==> config.mk <==
export PLATFORM = sky130hd
export DESIGN_NAME = rv_ctrl_fsm
export DESIGN_NICKNAME = d
export VERILOG_FILES = /design/src/rtl/rv_pkg.sv /design/src/rtl/rv_ctrl_decode.sv /design/src/rtl/rv_ctrl_fsm.sv
export SDC_FILE = /design/constraint.sdc
export NUM_CORES = 1
export LEC_CHECK = 0
export CORE_ASPECT_RATIO = 0.7
export CORE_MARGIN = 3
export CORE_UTILIZATION = 48
export DETAILED_ROUTE_END_ITERATION = 12
export PLACE_DENSITY = 0.81
export SYNTH_ARGS = -nofsm -noshare
export SYNTH_HDL_FRONTEND = slang
export SYNTH_SLANG_ARGS = --single-unit
==> constraint.sdc <==
create_clock -name clk -period 3.4 [get_ports clk]
set_input_delay 0.34 -clock clk [delete_from_list [all_inputs] [get_ports clk]]
set_output_delay 0.34 -clock clk [all_outputs]
set_load 0.03 [all_outputs]
==> src/rtl/rv_pkg.sv <==
// ----------------------------------------------------------------------------
// rv_pkg : shared opcode constants and control-path enums for the RV32I core
// Rev 1.0
// ----------------------------------------------------------------------------
`default_nettype none

package rv_pkg;

  localparam logic [6:0] OPC_LUI    = 7'b0110111;
  localparam logic [6:0] OPC_AUIPC  = 7'b0010111;
  localparam logic [6:0] OPC_JAL    = 7'b1101111;
  localparam logic [6:0] OPC_JALR   = 7'b1100111;
  localparam logic [6:0] OPC_BRANCH = 7'b1100011;
  localparam logic [6:0] OPC_LOAD   = 7'b0000011;
  localparam logic [6:0] OPC_STORE  = 7'b0100011;
  localparam logic [6:0] OPC_OP_IMM = 7'b0010011;
  localparam logic [6:0] OPC_OP     = 7'b0110011;
  localparam logic [6:0] OPC_FENCE  = 7'b0001111;

  localparam logic [1:0] SIZE_WORD = 2'd2;

  typedef enum logic [2:0] {
    S_FETCH  = 3'd0,
    S_INCPC  = 3'd1,
    S_DECODE = 3'd2,
    S_EXEC   = 3'd3,
    S_JUMP   = 3'd4,
    S_MEM    = 3'd5,
    S_WB     = 3'd6,
    S_TRAP   = 3'd7
  } ctrl_state_e;

  typedef enum logic [1:0] {
    DB_PC   = 2'd0,
    DB_RS1  = 2'd1,
    DB_RS2  = 2'd2,
    DB_NONE = 2'd3
  } dbus_sel_e;

  typedef enum logic [1:0] {
    WB_ALU = 2'd0,
    WB_MEM = 2'd1,
    WB_PC  = 2'd2
  } wb_sel_e;

  typedef enum logic [2:0] {
    IC_ALU     = 3'd0,
    IC_BRANCH  = 3'd1,
    IC_JUMP    = 3'd2,
    IC_LOAD    = 3'd3,
    IC_STORE   = 3'd4,
    IC_FENCE   = 3'd5,
    IC_ILLEGAL = 3'd6
  } instr_class_e;

endpackage

`default_nettype wire

==> src/rtl/rv_ctrl_decode.sv <==
// ----------------------------------------------------------------------------
// rv_ctrl_decode : combinational instruction classifier for the control FSM
// Rev 1.0
// ----------------------------------------------------------------------------
`default_nettype none

module rv_ctrl_decode
  import rv_pkg::*;
(
  input  logic [31:0]  i_ir,
  output instr_class_e o_class,
  output logic         o_legal,
  output logic         o_pc_rel,
  output logic         o_rd_nz,
  output logic [1:0]   o_mem_size
);

  logic [6:0] w_opc;
  logic       w_unused_ir;

  assign w_opc       = i_ir[6:0];
  assign w_unused_ir = ^{i_ir[31:14]};

  always_comb begin
    o_class = IC_ILLEGAL;
    unique case (w_opc)
      OPC_OP, OPC_OP_IMM, OPC_LUI, OPC_AUIPC: o_class = IC_ALU;
      OPC_BRANCH:                             o_class = IC_BRANCH;
      OPC_JAL, OPC_JALR:                      o_class = IC_JUMP;
      OPC_LOAD:                               o_class = IC_LOAD;
      OPC_STORE:                              o_class = IC_STORE;
      OPC_FENCE:                              o_class = IC_FENCE;
      default:                                o_class = IC_ILLEGAL;
    endcase
  end

  assign o_legal    = (o_class != IC_ILLEGAL);
  // AUIPC and JAL compute from the PC, everything else from rs1
  assign o_pc_rel   = (w_opc == OPC_AUIPC) || (w_opc == OPC_JAL);
  assign o_rd_nz    = (i_ir[11:7] != 5'd0);
  assign o_mem_size = i_ir[13:12];

endmodule

`default_nettype wire

==> src/rtl/rv_ctrl_fsm.sv <==
// ----------------------------------------------------------------------------
// rv_ctrl_fsm : multi-cycle RV32I control sequencer with memory handshake,
//               bus timeout trap and retired-instruction counter
// Rev 1.0
// ----------------------------------------------------------------------------
`default_nettype none

module rv_ctrl_fsm
  import rv_pkg::*;
#(
  parameter int MEM_TIMEOUT = 255,
  parameter int CNT_W       = 32
) (
  input  logic             clk,
  input  logic             reset,
  input  logic [31:0]      ir,
  input  logic             mem_ready,
  output logic             mem_req,
  output logic             mem_we,
  output logic [1:0]       mem_size,
  output logic             addr_sel,
  output logic             ir_ld,
  output logic             pc_ld,
  output logic             pc_src,
  output logic             t0_ld,
  output logic             mar_ld,
  output logic [1:0]       dbus_sel,
  output logic             aluinc,
  output logic             rf_we,
  output logic [1:0]       wb_sel,
  output logic             retire,
  output logic [CNT_W-1:0] instret,
  output logic             trap,
  output logic             trap_cause
);

  localparam logic [15:0] c_wait_last = 16'(MEM_TIMEOUT - 1);

  ctrl_state_e  r_state;
  logic [15:0]  r_wait;
  logic [CNT_W-1:0] r_instret;
  logic         r_trap;
  logic         r_trap_cause;

  instr_class_e w_class;
  logic         w_legal;
  logic         w_pc_rel;
  logic         w_rd_nz;
  logic [1:0]   w_mem_size;
  logic         w_waiting;
  logic         w_timeout;
  logic         w_retire;

  rv_ctrl_decode u_decode (
    .i_ir       (ir),
    .o_class    (w_class),
    .o_legal    (w_legal),
    .o_pc_rel   (w_pc_rel),
    .o_rd_nz    (w_rd_nz),
    .o_mem_size (w_mem_size)
  );

  assign w_waiting = ((r_state == S_FETCH) || (r_state == S_MEM)) && !mem_ready;
  assign w_timeout = w_waiting && (r_wait == c_wait_last);

  always_ff @(posedge clk or posedge reset) begin
    if (reset) begin
      r_state      <= S_FETCH;
      r_wait       <= '0;
      r_instret    <= '0;
      r_trap       <= 1'b0;
      r_trap_cause <= 1'b0;
    end else begin
      r_wait    <= (w_waiting && !w_timeout) ? r_wait + 16'd1 : '0;
      r_instret <= r_instret + CNT_W'(w_retire);
      unique case (r_state)
        S_FETCH: begin
          if (mem_ready) begin
            r_state <= S_INCPC;
          end else if (w_timeout) begin
            r_state      <= S_TRAP;
            r_trap       <= 1'b1;
            r_trap_cause <= 1'b1;
          end
        end
        S_INCPC: r_state <= S_DECODE;
        S_DECODE: begin
          if (w_legal) begin
            r_state <= S_EXEC;
          end else begin
            r_state      <= S_TRAP;
            r_trap       <= 1'b1;
            r_trap_cause <= 1'b0;
          end
        end
        S_EXEC: begin
          unique case (w_class)
            IC_ALU, IC_BRANCH, IC_FENCE: r_state <= S_FETCH;
            IC_JUMP:                     r_state <= S_JUMP;
            IC_LOAD, IC_STORE:           r_state <= S_MEM;
            default: begin
              r_state      <= S_TRAP;
              r_trap       <= 1'b1;
              r_trap_cause <= 1'b0;
            end
          endcase
        end
        S_JUMP: r_state <= S_FETCH;
        S_MEM: begin
          if (mem_ready) begin
            r_state <= (w_class == IC_STORE) ? S_FETCH : S_WB;
          end else if (w_timeout) begin
            r_state      <= S_TRAP;
            r_trap       <= 1'b1;
            r_trap_cause <= 1'b1;
          end
        end
        S_WB:    r_state <= S_FETCH;
        default: r_state <= S_TRAP;
      endcase
    end
  end

  // Gated by reset so an abort idles the bus within the same cycle
  always_comb begin
    mem_req  = 1'b0;
    mem_we   = 1'b0;
    mem_size = SIZE_WORD;
    addr_sel = 1'b0;
    ir_ld    = 1'b0;
    pc_ld    = 1'b0;
    pc_src   = 1'b0;
    t0_ld    = 1'b0;
    mar_ld   = 1'b0;
    dbus_sel = DB_NONE;
    aluinc   = 1'b0;
    rf_we    = 1'b0;
    wb_sel   = WB_ALU;
    w_retire = 1'b0;
    if (!reset) begin
      unique case (r_state)
        S_FETCH: begin
          mem_req = 1'b1;
          ir_ld   = mem_ready;
        end
        S_INCPC: begin
          dbus_sel = DB_PC;
          aluinc   = 1'b1;
          pc_ld    = 1'b1;
        end
        S_DECODE: begin
          dbus_sel = DB_RS2;
          t0_ld    = 1'b1;
        end
        S_EXEC: begin
          dbus_sel = w_pc_rel ? DB_PC : DB_RS1;
          unique case (w_class)
            IC_ALU: begin
              rf_we    = w_rd_nz;
              w_retire = 1'b1;
            end
            IC_BRANCH: begin
              pc_ld    = 1'b1;
              w_retire = 1'b1;
            end
            IC_FENCE: w_retire = 1'b1;
            IC_JUMP: begin
              mar_ld = 1'b1;
              rf_we  = w_rd_nz;
              wb_sel = WB_PC;
            end
            IC_LOAD, IC_STORE: mar_ld = 1'b1;
            default: ;
          endcase
        end
        S_JUMP: begin
          pc_ld    = 1'b1;
          pc_src   = 1'b1;
          w_retire = 1'b1;
        end
        S_MEM: begin
          mem_req  = 1'b1;
          addr_sel = 1'b1;
          mem_size = w_mem_size;
          if (w_class == IC_STORE) begin
            mem_we   = 1'b1;
            dbus_sel = DB_RS1;
            w_retire = mem_ready;
          end
        end
        S_WB: begin
          rf_we    = w_rd_nz;
          wb_sel   = WB_MEM;
          w_retire = 1'b1;
        end
        default: ;
      endcase
    end
  end

  assign retire     = w_retire;
  assign instret    = r_instret;
  assign trap       = r_trap;
  assign trap_cause = r_trap_cause;

endmodule

`default_nettype wire

======== Word level (Yosys, flattened, before mapping) ========
Cells that the tools add are included.
cells by class
  add/subtract/negate cells ............... 2
  $mul .................................... 0
  divide/modulo/power cells ............... 0
  $lt $le $gt $ge ......................... 0
  eq/ne operators ......................... 27
  shifts and indexed selects .............. 0
  muxes and demuxes ....................... 54
  bitwise operators ....................... 0
  reduce and logical (&&, ||, !) cells .... 22
operator list
  operator                                        count
  one-hot mux 3 bit (6 select lines)              2
  adder 32 x 1 -> 32 bit                          1
  2-to-1 mux 1 bit                                32
  == test 7 x 6 -> 1 bit, second input constant   3
  == test 7 bit, second input constant            3
  adder 16 x 1 -> 16 bit, second input constant   1
  == test 16 x 8 -> 1 bit, second input constant  1
  2-to-1 mux 16 bit                               1
  == test 3 bit, second input constant            5
  2-to-1 mux 3 bit                                5
  == test 7 x 5 -> 1 bit, second input constant   2
  == test 3 x 2 -> 1 bit, second input constant   4
  2-to-1 mux 2 bit                                6
  OR reduction 2 bit                              6
  one-hot mux 1 bit (3 select lines)              3
  one-hot mux 3 bit (3 select lines)              1
  one-hot mux 2 bit (4 select lines)              1
  == test 7 x 2 -> 1 bit, second input constant   1
  == test 7 x 4 -> 1 bit, second input constant   1
  == test 3 x 1 -> 1 bit, second input constant   2
  zero test 3 bit                                 2
  inequality test 2 bit, second input constant    3
  OR reduction 3 bit                              2
  OR reduction 6 bit                              1
  11 further kinds                                16
word-level totals
  register bits after elaboration ......... 53
  latch bits .............................. 0
  memory bits (writable) .................. 0
  bits in read-only memories .............. 0
  input bits .............................. 35
  output and inout bits ................... 51
  logic and storage cells ................. 110
  memories ................................ 0

======== Longest topological paths before layout ========
Gate-level depths: netlist (run 1).
  depth after elaboration ................. 9
  mapped depth ............................ 11
  gate-level depth less buffers ........... 10

======== By module ========
A second synthesis (run 1) with hierarchy kept.
unflattened totals
  cell total of the unflattened synthesis .. 316
  area total of the unflattened synthesis .. 3,108.0 µm²
by module, submodules not included
  module          instances  cells each  area each (µm²)  sequential area each (µm²)
  rv_ctrl_fsm     1          287         2,919.0          1,326.3
  rv_ctrl_decode  1          29          188.9            0.0

======== Least setup slack after synthesis (run 1) ========
No wires, ideal clock.
  path type ............................... input port to flip-flop
  from .................................... in ir[3]
  to ...................................... reg r_instret[28] (netlist: instret[28])
  setup time .............................. 0.134 ns
  data arrival time ....................... 3.483 ns
  data required time ...................... 3.266 ns
  slack ................................... -0.217 ns
  stages .................................. 11
  buffers on the path ..................... 1
  cell sequence ........................... clkbuf_1 > or3b_2 > nor2_1 > o211ai_1 > a21oi_1 > ha_1 > ha_1 > nand4_1 > nor4_2 > nand4_1 > xnor2_1
on the way
  longest elaborated chain between the ends .. 9
  elaborated cells between the ends (all ways) .. 23
  classes of those cells .................. 1 x add/sub; 13 x eq/ne; 5 x mux; 4 x reduce/logical
RTL lines
  element                                                   line                  source
  start: declaration                                        rv_ctrl_fsm.sv:16     input logic [31:0] ir,
  == test 7 x 6 -> 1 bit (tied with other cells)            rv_ctrl_decode.sv:26  unique case (w_opc)
  OR reduction 4 bit or OR reduction 2 bit (tied branches)  rv_ctrl_decode.sv:26
  one-hot mux 3 bit (6 select lines) *                      rv_ctrl_decode.sv:26
  == test 3 bit (tied with other cells)                     rv_ctrl_fsm.sv:157    unique case (w_class)
  OR reduction 3 bit (no line)                              n/a
  2-to-1 mux 1 bit                                          rv_ctrl_fsm.sv:157
  one-hot mux 1 bit (3 select lines) *                      rv_ctrl_fsm.sv:141    unique case (r_state)
  2-to-1 mux 1 bit *                                        rv_ctrl_fsm.sv:140    if (!reset) begin
  net retire                                                rv_ctrl_fsm.sv:31     output logic retire,
  adder 32 x 1 -> 32 bit *                                  rv_ctrl_fsm.sv:75     r_instret <= r_instret + CNT_W'(w_retire);
  end signal: assignment                                    rv_ctrl_fsm.sv:75
  end: declaration                                          rv_ctrl_fsm.sv:41     logic [CNT_W-1:0] r_instret;
The timed path passes the listed nets; every way through them passes the cells marked *.
A chain may end at the register's enable or synchronous reset.

======== Final worst setup path (run 1) ========
  from .................................... in ir[3]
  to ...................................... reg r_instret[22] (netlist: instret[22])
on the way
  longest elaborated chain between the ends .. 9
  elaborated cells between the ends (all ways) .. 23
  classes of those cells .................. 1 x add/sub; 13 x eq/ne; 5 x mux; 4 x reduce/logical
RTL lines
  element                                                   line
  == test 7 x 6 -> 1 bit (tied with other cells)            rv_ctrl_decode.sv:26
  OR reduction 4 bit or OR reduction 2 bit (tied branches)  rv_ctrl_decode.sv:26
  one-hot mux 3 bit (6 select lines) *                      rv_ctrl_decode.sv:26
  == test 3 bit (tied with other cells)                     rv_ctrl_fsm.sv:157
  OR reduction 3 bit (no line)                              n/a
  2-to-1 mux 1 bit                                          rv_ctrl_fsm.sv:157
  one-hot mux 1 bit (3 select lines) *                      rv_ctrl_fsm.sv:141
  2-to-1 mux 1 bit *                                        rv_ctrl_fsm.sv:140
  adder 32 x 1 -> 32 bit *                                  rv_ctrl_fsm.sv:75
Mark *: on every way between the ends. The rest lies on a longest branch, timed or not.

==> results of run 1 <==
## power breakdown
part | internal [mW] | switching, mW | total [mW]
Combinational | 0.259 | 0.385 | 0.643
Clock | 0.169 | 0.216 | 0.385
Sequential | 0.682 | 0.0687 | 0.750
Total | 1.11 | 0.669 | 1.78
## metrics by stage
step,util,cell area (sq um),worst slack (ns),hold slack [ns]
2_1_floorplan,-,2940,0.00728,0.463
3_3_place_gp,0.645,3750,0.101,0.464
3_5_place_dp,0.645,3750,0.0403,0.476
4_1_cts,0.662,3850,0.367,0.493
5_1_grt,0.662,3850,0.188,0.516
6_report,0.662,3850,0.331,0.486
## synth_stat cells, types with 3 or more instances
library cell | instances | share of area
a21oi_1 | 7 | 0.012
and2_1 | 6 | 0.013
and3_1 | 5 | 0.011
and4_1 | 5 | 0.015
clkbuf_1 | 11 | 0.014
dfrtp_1 | 53 | 0.45
ha_1 | 4 | 0.017
inv_1 | 8 | 0.010
nand2_1 | 26 | 0.033
nand2b_1 | 7 | 0.015
nand3_1 | 17 | 0.029
nand4_1 | 12 | 0.026
nand4bb_1 | 3 | 0.011
nor2_1 | 27 | 0.034
nor3_1 | 12 | 0.020
nor4_1 | 3 | 0.0064
o211ai_1 | 3 | 0.0077
o21ai_0 | 6 | 0.010
or3_1 | 5 | 0.011
or4_1 | 4 | 0.010
xnor2_1 | 32 | 0.095
xor2_1 | 11 | 0.033
## cells by family (layout without fill, tap and decap cells)
kind of cell,Yosys count,in the layout,share of synthesized area
and+or+nand+nor,147,147,0.285
muxes,1,1,0.00383
adders and majority gates,4,4,0.0170
buffers and inverters,21,97,0.0319
xor gates and xnor gates,43,43,0.128
DFF,53,53,0.451
AOI/OAI and AO/OA,34,34,0.0822
## layout make-up
class	count	share of cell area
clock buffer	6	0.0215
clock inverter	2	0.00455
inverter	8	0.00780
multi-input combinational	229	0.395
sequential	53	0.345
tap	75	0.0244
timing repair buffer	81	0.202
## state kept, by name (all words and copies together) (netlist names)
name,flops
trap_cause,1
r_state,3
trap,1
instret,32
r_wait,16
## worst max-delay path: stages
cell and delay, ns:
clkdlybuf4s50_1 0.50, or3b_2 0.47, nor2_1 0.17, o211ai_1 0.16, a21oi_2 0.25, ha_1 0.23
ha_1 0.22, nand4_1 0.16, nor4_2 0.27, buf_4 0.22, nand4_1 0.12, xnor2_1 0.14
## metal layers
layer / track usage / share of wire / vias up
li1: - / - / 1226
met5: 0 / 0 / -
met4: 0.0500 / 0.011 / 0
met1: 0.298 / 0.48 / 1208
met3: 0.0486 / 0.071 / 5
met2: 0.271 / 0.44 / 76
## worst max-delay path by stage
| stage | startpoint | end | slack, ns |
|---|---|---|---|
| 2_1_floorplan | ir[3] | instret[28]$_DFF_PP0_ | 0.007 |
| 3_3_place_gp | ir[3] | instret[28]$_DFF_PP0_ | 0.10 |
| 3_5_place_dp | ir[3] | instret[22]$_DFF_PP0_ | 0.04 |
| 4_1_cts | ir[3] | instret[22]$_DFF_PP0_ | 0.37 |
| 5_1_grt | ir[3] | instret[16]$_DFF_PP0_ | 0.19 |
| 6_report | ir[3] | instret[22]$_DFF_PP0_ | 0.33 |
==> Implementation_results.wiki, run 1 <==
{| class="wikitable"
! Metric !! Value
|-
| Placed wire-length estimate after detailed placement || 5.20 mm
|-
| Critical path startpoint category || input port
|-
| Clock period minus worst slack || 3.07 ns
|-
| Number of cells on the worst hold path || 1
|-
| Maximum number of pins on one net before global-route repair || 33
|-
| Unrepaired setup endpoints after global routing || false
|-
| Most common cell after layout, fill and taps aside || clkdlybuf4s50_1
|-
| Via Count || 2515
|-
| Global placer's final weighted congestion || 0.960
|-
| Die height || 71.5 um
|-
| Max-cap violations || 0
|-
| Nature of the critical path endpoint || flop
|-
| Cell Rows || 23
|-
| Die area || 7110 sq um
|-
| Number of cells in the design after placement || 446
|-
| Warning count from the yosys run || 0
|-
| Data arrival time of the critical path || about 3.3 ns
|-
| Setup TNS || 0 ns
|-
| Global route total overflow || 0
|-
| Number of DRC violations after detailed routing || 0
|-
| Most instantiated flip-flop cell in the synthesis netlist || dfrtp_1
|-
| Overall track demand over capacity in global routing || 0.193
|-
| Floorplan die width || 99.5 um
|-
| Reg2Reg Setup Slack || 0.63 ns
|-
| Initial DRC Count || 222
|-
| Standby leakage power || 1.55 nW
|-
| Share of final-layout standard cells stronger than drive strength 1 || 0.100
|-
| Max Fclk || 326 MHz
|-
| HP Class || reg -> reg
|-
| Pwr/cell area || 462 nW/um^2
|-
| Synth Register Bits || 53
|-
| Rel. slew slack || 0.552
|-
| Vias per cell || 5.54
|-
| Clock buffers created by TritonCTS || 5
|-
| Sinks on Clock Net || 53
|-
| Number of cells upsized or downsized after cts || 0
|-
| Area used by multi-input combinational logic || 1520 sq um
|-
| Clock latency of the later-clocked register in the worst-skew pair || 0.31 ns
|-
| Syn Area/Cell || 9.70 sq um
|-
| Starting Density || 0.505
|-
| Total inserted antenna cells || 0
|-
| Count of flip-flops with a built-in enable after synthesis || 0
|-
| Number of filler instances in the final layout || about 470
|-
| Wire length of the first global-routing pass || 11.0 mm
|-
| Most frequent cells in the layout || clkdlybuf4s50_1 (67), dfrtp_1 (53), xnor2_1 (32), nor2_1 (27), nand2_1 (26)
|-
| Wire length per cell || ~15 um
|-
| Worst Reg-to-Reg Cells || 11
|-
| Worst supply voltage drop on vdd || 412 uV
|-
| Clock edge transition at the registers on the reported setup and hold paths || 0.10 ns
|-
| Pin slew with the least headroom to its limit || around 0.67 ns
|-
| Post-synth net total || 342
|-
| Count of H-tree levels built during CTS || 2
|-
| CTS tree || yes
|-
| Number of buffers on the longest clock path || 2
|-
| Net count, final || about 420
|-
| Required arrival time at the worst endpoint || 3.60 ns
|-
| Worst hold start || instret[31]$_DFF_PP0_
|-
| Post-CTS setup buffer count || 0
|-
| Number of different library cells in the post-synthesis netlist || 49
|-
| Post-CTS Hold Buffers || 0
|-
| Reg2reg end || instret[22]$_DFF_PP0_
|-
| Crit Reg-Reg Startpoint || r_state[1]$_DFF_PP0_
|-
| Final setup fails || 0
|-
| Async set-or-reset flop fraction in the synthesized netlist || 1.00
|-
| Synth Cell Area || slightly below 3000 sq um
|-
| Number of nets still failing antenna checks after routing || 0
|-
| Mapped Cells || 303
|-
| Final Max Tran Viols || 0
|-
| Port bufs || 67
|-
| Worst clock skew || 0.00785 ns
|-
| Post-route fraction of the period consumed by the critical path || 0.903
|-
| Hold path endpoint || instret[31]$_DFF_PP0_
|-
| Highest net fanout along the worst path || 10
|-
| Total power consumption of the routed design || 1.78 mW
|-
| Pre-Repair DR Iteration Count || 4
|-
| Final hold viol count || 0
|-
| Placeable core region || 5810 sq um
|-
| Path type of the worst setup path || in -> reg
|-
| Outcome || finished clean
|-
| Sequential share of the synthesized area || 0.451
|-
| Signed area change from the synthesized netlist to the final layout || 31.0%
|-
| Routed Wire Length || between 6 and 7 mm
|-
| FF+latch area || between 1000 and 1500 sq um
|-
| Number of antenna violations at the first check in global routing || 0
|-
| Number of standard cells in the layout, taps in and fillers out || 454
|-
| Root buffer cell || clkbuf_8
|-
| I/O pin count || 86
|-
| Vias in the first global route || 2250
|}
Power figures use the tool's default switching activity.
==> run 2, diff against run 1 <==
Settings changed: CORE_UTILIZATION 48 to 43, PLACE_DENSITY 0.81 to 0.77.
Clock period 3.4 ns to 2.8 ns, I/O delays scaled along.
==> Implementation_results.wiki, run 2 (synthesized netlist as in run 1, its figures left out) <==
{| class="wikitable"
! Metric !! Value
|-
| Outcome || finished clean
|-
| Max reg flops || 32 (unchanged)
|-
| Wire length per cell || 15.7 um (+3.6%)
|-
| Final hold viol count || 0 (unchanged)
|-
| Sw Share || 0.370 (-0.00619)
|-
| Sequential Power Share || 0.394 (-0.028)
|-
| I/O pin count || 86 (unchanged)
|-
| Share of final-layout standard cells stronger than drive strength 1 || 0.162 (+0.0618)
|-
| Hold_ws || 0.470 ns (-0.0156 ns)
|-
| Pin slew with the least headroom to its limit || 0.694 ns (+0.0287 ns)
|-
| Maximum number of pins on one net before global-route repair || 55 (+67%)
|-
| Cell Rows || 24 (+4.3%)
|-
| Via Count || 2625 (+4.4%)
|-
| Standby leakage power || 1.74 nW (+12%)
|-
| Logic gate share of total power || 0.381 (+0.019)
|-
| Critical path startpoint category || input port
|-
| Worst supply voltage drop on vdd || 596 uV (+44%)
|-
| DP Worst Slack || -0.307 ns (-0.347 ns)
|-
| Number of buffers on the longest clock path || 2 (unchanged)
|-
| Path type of the worst setup path || in -> reg
|-
| Total inserted antenna cells || 0 (unchanged)
|-
| Post-route fraction of the period consumed by the critical path || 0.958
|-
| Clock latency of the later-clocked register in the worst-skew pair || 0.30 ns (about the same)
|-
| HP Class || reg -> reg
|-
| Global route total overflow || 0 (unchanged)
|-
| Overall track demand over capacity in global routing || 0.194 (+0.00117)
|-
| Signed area change from the synthesized netlist to the final layout || 39.5%
|-
| Initial DRC Count || 175 (-21%)
|-
| Placed wire-length estimate after detailed placement || 5.54 mm (+6.5%)
|-
| Starting Density || 0.457 (-0.0482)
|-
| Final Max Tran Viols || 0 (unchanged)
|-
| Routed Wire Length || 7.63 mm (+11%)
|-
| Placed Instance Area || 3890 sq um (+3.9%)
|-
| Number of nets still failing antenna checks after routing || 0 (unchanged)
|-
| Pwr/cell area || 561 nW/um^2 (+21%)
|-
| Most frequent cells in the layout || clkdlybuf4s50_1 (56), dfrtp_1 (53), xnor2_1 (32), buf_4 (32)
|-
| Clock period minus worst slack || 2.68 ns
|-
| Highest-delay cell along the critical path || clkdlybuf4s50_1
|-
| Vias per cell || 5.40 (-2.5%)
|-
| Max Fclk || 373 MHz
|-
| Rel. slew slack || 0.533 (-0.0193)
|-
| Clock edge transition at the registers on the reported setup and hold paths || 0.09 ns (about the same)
|-
| Number of cells in the design after placement || 473 (+6.1%)
|-
| Floorplan die width || 105 um (+5.3%)
|-
| Data arrival time of the critical path || 2.88 ns (-0.39 ns)
|-
| Share of power burned in the clock network || 0.225 (+0.008)
|-
| Max-cap violations || 0 (unchanged)
|-
| Final cell utilization of the core || 0.638 (-0.0242)
|-
| Root buffer cell || clkbuf_8
|-
| Port bufs || 67 (unchanged)
|-
| Family with the most delay on the worst path || simple AND/OR/NAND/NOR gates
|-
| Required arrival time at the worst endpoint || 3.00 ns (-0.60 ns)
|-
| Die area || 7880 sq um (+11%)
|-
| Post-CTS Hold Buffers || 0 (unchanged)
|-
| Post-layout instance area || 4100 sq um (+6.5%)
|-
| Number of antenna violations at the first check in global routing || 0 (unchanged)
|-
| Nature of the critical path endpoint || flop
|-
| Net count, final || 433 (+3.8%)
|-
| Highest net fanout along the worst path || 8 (-2)
|-
| Final setup fails || 0 (unchanged)
|-
| Worst stage delay on the critical path || 0.49 ns (about the same)
|-
| Vias in the first global route || 2526 (+12%)
|-
| Total power consumption of the routed design || 2.30 mW (+29%)
|-
| Number of standard cells in the layout, taps in and fillers out || 486 (+7.0%)
|-
| Cells along the critical path || clkdlybuf4s50_1 -> buf_4 -> nand2b_1 -> nor2_4 -> o211ai_1 -> a21oi_4 -> ha_4 -> ha_4 -> nand4_1 -> nor4_4 -> buf_6 -> nand4_1 -> xnor2_1
|-
| Most common cell after layout, fill and taps aside || clkdlybuf4s50_1
|-
| Clock buffers created by TritonCTS || 5 (unchanged)
|-
| Count of H-tree levels built during CTS || 2 (unchanged)
|-
| Worst clock skew || 0.00927 ns (+0.00142 ns)
|-
| Wire length of the first global-routing pass || 12.3 mm (+12%)
|-
| Internal power contribution || 1.45 mW (+31%)
|-
| Unrepaired setup endpoints after global routing || false
|-
| Setup TNS || 0 ns (unchanged)
|-
| Pre-Repair DR Iteration Count || 5 (+1)
|-
| Worst path setup slack after routing || 0.119 ns (-0.212 ns)
|-
| Placeable core region || 6430 sq um (+11%)
|-
| Global placer's final weighted congestion || 0.920 (-4.1%)
|-
| Sinks on Clock Net || 53 (unchanged)
|-
| Number of DRC violations after detailed routing || 0 (unchanged)
|-
| CTS tree || yes
|-
| Die height || 75.2 um (+5.2%)
|-
| Number of buffer and inverter stages on the critical path || 3 (+1)
|-
| Switching power || 0.851 mW (+27%)
|}
-- run 2: cell count changes in the layout (fill, tap and decap cells not counted), moves of 2 or more --
cell / before / now
buf_4: 14 / 32
buf_6: 0 / 3
dlymetal6s2s_1: 0 / 6
ha_4: 0 / 2
clkdlybuf4s50_1: 67 / 56
ha_1: 4 / 2
-- run 2: timing repair --
action / CTS / global route
gates resized for setup: 0 / 14
buffers inserted: 0 / 4
setup endpoints to repair: 0 / 19
-- run 2: path summary, 6_finish.rpt --
kind                                        from  slack, ns  cells past startpoint                    end
max                                        ir[2]       0.12                     13  instret[28]$_DFF_PP0_
min                        instret[31]$_DFF_PP0_       0.47                      1  instret[31]$_DFF_PP0_
max reg2reg                 r_state[1]$_DFF_PP0_       0.26                     11  instret[28]$_DFF_PP0_
min reg2reg                instret[31]$_DFF_PP0_       0.47                      1  instret[31]$_DFF_PP0_
max in group asynchronous                  reset       1.62                      4   r_wait[12]$_DFF_PP0_
min in group asynchronous                  reset       0.73                      4   r_state[2]$_DFF_PP0_
-- run 2: area by class of cell --
cell class	instances	area, sq um
Clock inverter	2	38.8
Inverter	8	33.8
Clock buffer	6	72.6
Fill cell	533	2330
Sequential cell	53	1330
Tap cell	91	114
Timing Repair Buffer	97	910
Multi-Input combinational cell	229	1600
-- run 2: power groups by stage --
stage          Combinational, mW  Sequential, mW  Clock [mW]
5_1_grt                    0.939           0.917       0.555
3_3_place_gp               0.839           0.915           0
6_report                   0.876           0.907       0.517
3_5_place_dp               0.857           0.918           0
2_1_floorplan              0.498           0.971           0
4_1_cts                    0.859           0.905       0.525
-- run 2: metal layers --
layer	wire (um)	part of all wire	GRT usage
met1	3760	0.49	0.287
met2	3360	0.44	0.289
met3	425	0.056	0.0437
met4	89	0.012	0.0524
met5	0	0	0
-- run 2: worst reg2reg max path, cell delays in order (launching register included) --
cell and delay, ns:
dfrtp_1 0.39, nand2_1 0.19, nor2_1 0.16, o211ai_1 0.18, a21oi_4 0.22, ha_4 0.17, ha_4 0.12, nand4_1 0.18
nor4_4 0.38, buf_6 0.18, nand4_1 0.12, xnor2_1 0.16
